File: config.mk
export PLATFORM = sky130hd
export DESIGN_NAME = csr_chunk_sequencer
export DESIGN_NICKNAME = d
export VERILOG_FILES = /design/src/rtl/csr_chunk_sequencer.sv
export SDC_FILE = /design/constraint.sdc
export NUM_CORES = 1
export LEC_CHECK = 0
export BUFFER_PORTS_ARGS = -buffer_cell sky130_fd_sc_hd__buf_2
export CAP_MARGIN = 20
export CORE_MARGIN = 2
export CORE_UTILIZATION = 55
export DETAILED_ROUTE_END_ITERATION = 16
export PLACE_DENSITY = 0.8
export SYNTH_ARGS = -nofsm -noshare
export SYNTH_HDL_FRONTEND = slang
export SYNTH_SLANG_ARGS = --single-unit
File: constraint.sdc
create_clock -name clock -period 5.4 [get_ports clock]
set_clock_uncertainty 0.2 [all_clocks]
set_input_delay 1.08 -clock clock [delete_from_list [all_inputs] [get_ports clock]]
set_output_delay 1.08 -clock clock [all_outputs]
set_load 0.01 [all_outputs]
File: src/rtl/csr_chunk_sequencer.sv
// csr_chunk_sequencer: walks a latched CSR row-pointer array chunk by chunk and emits per-chunk row-boundary descriptors
module csr_chunk_sequencer #(
  parameter int N = 16,
  parameter int W = 8,
  localparam int LGN = $clog2(N),
  localparam int PW = 2 * LGN + 1
) (
  input  logic           clock,
  input  logic           reset,
  input  logic           start,
  input  logic [PW-1:0]  ptr [N],
  output logic           in_ready,
  output logic           out_valid,
  input  logic           out_ready,
  output logic [LGN-1:0] chunk_idx,
  output logic [N-1:0]   elem_valid,
  output logic [N-1:0]   split,
  output logic [LGN-1:0] out_idx [N],
  output logic [N-1:0]   row_done,
  output logic           last,
  output logic           err
);
  typedef enum logic {IDLE, EMIT} state_t;
  state_t         state;
  logic [PW-1:0]  ptr_q [N];
  logic [LGN-1:0] k;
  logic [N-1:0]   bad;
  logic [PW-1:0]  nnz, nnz_m1;
  logic           emit, live;
  if (N < 2 || (N & (N - 1)) != 0 || W < 1) begin : g_bad_param
    $error("csr_chunk_sequencer: N must be a power of two >= 2 and W >= 1");
  end
  assign emit = state == EMIT;
  assign nnz = ptr_q[N-1];
  assign nnz_m1 = nnz - PW'(1);
  assign err = |bad || nnz > PW'(N * N);
  assign live = emit && !err;
  assign chunk_idx = emit ? k : '0;
  assign last = emit && ((err || nnz == '0) ? k == '0 : {1'b0, k} == nnz_m1[PW-1:LGN]);
  for (genvar i = 0; i < N; i++) begin : g_row
    logic [PW-1:0] prv, lst;
    if (i == 0) begin : g_first
      assign prv = '0;
    end else begin : g_rest
      assign prv = ptr_q[i-1];
    end
    assign lst = ptr_q[i] - PW'(1);
    assign bad[i] = ptr_q[i] < prv;
    assign row_done[i] = live && ptr_q[i] > prv && lst[PW-1:LGN] == {1'b0, k};
    assign out_idx[i] = row_done[i] ? lst[LGN-1:0] : '0;
    assign elem_valid[i] = live && {1'b0, k, LGN'(i)} < nnz;
  end
  // scatter each finishing row onto the element position where it ends
  always_comb begin
    split = '0;
    for (int r = 0; r < N; r++) if (row_done[r]) split[out_idx[r]] = 1'b1;
  end
  // job acceptance, chunk stepping and handshake state
  always_ff @(posedge clock) begin
    if (!reset) begin
      state <= IDLE;
      in_ready <= 1'b1;
      out_valid <= 1'b0;
      k <= '0;
      ptr_q <= '{default: '0};
    end else if (state == IDLE) begin
      if (start) begin
        ptr_q <= ptr;
        k <= '0;
        state <= EMIT;
        in_ready <= 1'b0;
        out_valid <= 1'b1;
      end
    end else if (out_ready) begin
      if (last) begin
        state <= IDLE;
        in_ready <= 1'b1;
        out_valid <= 1'b0;
        k <= '0;
      end else begin
        k <= k + LGN'(1);
      end
    end
  end
endmodule

==> results.txt <==
The relative contribution of the clock network to total power came out at 29.4%. The most common cell in the synthesized netlist is nand2_1. The post-synthesis share of cell area spent on and, or, nand and nor gates is 33.6%. In the routed design, unresolved DRC markers number 0. In the post-synthesis netlist, the biggest area contributors are dfxtp_1, ha_1, nand2_1. The slew of the pin with the lowest slew margin came out at 1.09 ns. The CTS buffer count is 17. The part of the total power dissipated in sequential elements came out at 30.3%.

Setup repair after global routing could not meet its margin everywhere. The register bit total from synthesis came out at 151. The CTS tree is yes.

In this run, placement finished with an instance count of 3117. The mean routed wirelength per cell is 23.3 microns. The overall global routing resource usage is 45.1%. The later-pin clock latency in the skew report came out at 0.48 ns. The net switching share of the total power came out at 40.5%. The maximum count of clock buffers along a single path came out at 2. In the final layout, the share of cells above drive strength 1 is 24.0%. After detailed routing, the total wire length is 73.7 mm.

Measured against its own limit, the worst slew margin works out to 26.6%. The worst hold path depth is 1. Counting distinct cell types in the post-synthesis netlist gives 78. The number of slew-limit violations in the final report was 0. The XOR/XNOR share of the synthesized area came out at 7.46%. The async set-reset flop share out of synthesis is 0%. The buffers plus inverters on the worst setup path is 6. In this run the cell area measured after placement is 0.0194 sq mm. The level count of the clock H-tree is 4. The completed layout was analyzed and its total power is 4.25 mW. The endpoint of the worst-slack reg-to-reg timing path is emit. The startpoint identified for the worst register-to-register timing path is g_row[5].prv[5]. VDD sags by at most 0.000279 V.

Detailed placement finished with a half-perimeter wire length of 57.8 mm. The net count after synthesis is 2734. Input and output buffers added on the ports amount to 267. Counting every sink on the clock net gives 151. Of the available clock period, the critical path in the final layout requires 99.1%. For the worst flop-to-flop path, the logic depth is 13.

The count of endpoints failing hold in the final timing report is 0. The global-route congestion overflow total came out at 0. The number of detailed-route iterations in the first pass is 8.

For this run, the share of the core covered by cells in the final layout is 69.6%. The aggregate negative setup slack is 0 ns. Dividing the detail-routed via count by the number of cells gives 6.57. The critical path endpoint category is an output port. The cell area after synthesis came out at 0.0167 sq mm. The post-route cell area came out at 0.0207 sq mm. The number of global-route vias before repair is 18700.

The minimum clock period came out at 5.35 ns. The kind of cell with the highest combined delay along the critical path is compound AO/OA/AOI/OAI gates. The die area is 0.0317 sq mm. The biggest area contributor in the post-synthesis netlist is dfxtp_1. The portion of the post-synthesis area used by sequential elements is 18.1%. The average cell area after synthesis is 6.87 sq um.

The design internal power came out at 2.53 mW. The largest single stage delay on the critical path is 0.41 ns. Summing the areas of all compound-gate instances in the mapped netlist gives 20.8% of the synthesized area.

The type of the worst setup path is reg -> out. Data arrives at the worst endpoint at 4.07 ns. The worst min-delay path category is reg -> reg. In the synthesized netlist the dominant register cell turns out to be dfxtp_1. The number of top-level pins is 268. The number of antenna violations at the first check in global routing came to 2.

The first global-routing pass estimated 109 mm of wire. Ranked by instance count, the synthesized netlist is headed by nand2_1, nor2_1, inv_1, ha_1, dfxtp_1. The core area is 0.0297 sq mm. The largest family of logic cells by synthesized area is simple AND/OR/NAND/NOR gates. The number of maximum-capacitance constraint violations came out at 0. Clock-pin slew was measured on the worst setup and hold paths at 0.07 ns. The peak fanout along the critical path is 16.

The synthesized netlist devotes 12.0% of its cell area to adder and majority cells. The floorplan has 63 rows. The leakage power total is 8.67 nW.

The number of nets in the finished design came out at 3068. Traced cell by cell, the critical path runs through inv_1, ha_1, a21oi_1, o21ai_0, a2111oi_2, buf_4, nor4_4, and2_2, nand2_2, buf_6, buf_4, o22ai_1, a211oi_1, buf_4, o2111ai_1, buf_2. The worst setup path is launched from a register.

The congestion estimate from routability-driven global placement came to 1.08. The combinational share of power is 40.3%. The portion of netlist area occupied by mux cells is 0.248%. Across all register-to-register paths, the minimum setup slack is 1.41 ns. Entering global routing, the biggest net connects 146 pins. The clock root buffer master is clkbuf_16.

The number of setup violations in the final report is 0. The final route contains 20800 vias. The run finished with clean final reports. The maximum clock frequency is 187 MHz.

The switching power is 1.72 mW. The hold buffer count at cts is 0. The path with the worst hold slack has its endpoint at in_ready.

The die extent in x came out at 178 microns. In this run the biggest area consumer among cell types represents 18.1% of the synthesized area. By instance count, the cell type seen most on the critical path is buf_4. In this run the power density over the cells is 205 mW/mm^2. The highest-delay cell along the critical path is dfxtp_2. The synthesized instance count came out at 2426. The number of enable flip-flop cells after synthesis is 0. The floorplan step set the die height to 178 microns.

The starting density of the core is 56.1%. The worst hold path begins at in_ready. Once layout is complete, the cells apart from fillers number 3163. The count of synthesis-stage warnings from yosys came out at 0. The DRC marker count from the first detailed-route iteration is 2249.

The number of nets with antenna violations after routing is 0. STA puts the critical path data required time at 4.12 ns. The area growth from synthesis to final layout came out at 24.1%.
placed cells by master (no fill, tap or decap), drive strengths merged, types with 32 or more instances in the layout:
cell and instances:
dfxtp 151, nor2 182, xnor2 105, nor4 75, nor3 107, nand4 90, or4 41, a21oi 85
inv 179, xor2 37, a211oi 32, o21ai 57, buf 470, a21boi 146, ha 160, nand3 73
nand2 423
routing by layer:
layer	global-route usage, %	wire (microns)	vias to the layer above
li1	-	-	9361
met1	57.5	28600	9731
met2	72.5	32400	1389
met3	9.44	7980	314
met4	21.6	4630	0
met5	0	0	-
cell type report:
| class | count | area (sq um) |
|---|---|---|
| clock inverters | 11 | 125 |
| fillers | 2307 | 9040 |
| flip-flops and latches | 151 | 3090 |
| inverters | 179 | 672 |
| repair buffers | 471 | 2970 |
| multi-input cells | 1940 | 12900 |
| clock buffers | 20 | 447 |
| diodes | 1 | 2.50 |
| well taps | 390 | 488 |
through the flow:
stage / hold WS [ns] / setup WS, ns
after floorplan: 0.260 / 0.643
final: 0.283 / 0.0491
after global placement: 0.234 / 0.156
after global routing: 0.288 / -0.0626
after CTS: 0.282 / -0.0118
after detailed placement: 0.265 / 0.153
how the worst max path moves through the flow:
stage | slack (ns) | start | cells past startpoint | to
5_1_grt | -0.06 | g_row[4].prv[7] | 16 | split[12]
3_3_place_gp | 0.16 | g_row[4].prv[4] | 15 | split[11]
2_1_floorplan | 0.64 | g_row[1].prv[2] | 12 | split[10]
3_5_place_dp | 0.15 | g_row[5].prv[2] | 15 | split[2]
6_report | 0.05 | g_row[1].prv[4] | 16 | split[11]
4_1_cts | -0.01 | g_row[11].prv[0] | 14 | split[11]
sequential cells by signal, summed over array words and instances (netlist names):
register   count
nnz            9
g_row.prv    135
emit           1
in_ready       1
k              4
out_valid      1
power groups by stage:
stage / logic, mW / registers [mW] / clock network, mW
after global placement: 1.48 / 1.30 / 0
final: 1.71 / 1.29 / 1.25
after CTS: 1.58 / 1.28 / 1.24
after floorplan: 1.05 / 1.27 / 0
after detailed placement: 1.54 / 1.30 / 0
after global routing: 1.84 / 1.30 / 1.29
worst register-to-register path: stages (launching register included):
cell	delay (ns)
dfxtp_1	0.50
inv_1	0.08
ha_1	0.29
nand4_1	0.15
nor3_2	0.26
a2111oi_4	0.11
a2111oi_1	0.46
nand4_1	0.35
buf_12	0.26
nor4_1	0.50
buf_4	0.21
a31oi_2	0.06
o21ai_0	0.34
nor2_1	0.08
logic make-up (layout without fill, tap and decap cells):
kind of cell / after synthesis / after routing
AND/OR/NAND/NOR: 1142 / 1142
AO/OA/AOI/OAI: 492 / 492
buffers and inverters: 335 / 681
adder cells (fa/ha/maj): 160 / 160
flip-flops: 151 / 151
XOR/XNOR: 142 / 142
multiplexers: 4 / 4
other: 0 / 1
what timing repair did:
item                                    in CTS  in global routing
endpoints found under the hold margin        0                  0
endpoints found under the setup margin      32                 34
pin swaps                                    3                 16
setup buffers                                2                 11
gates resized for setup                     38                119
Note: power is estimated with default switching activity, not from simulation.
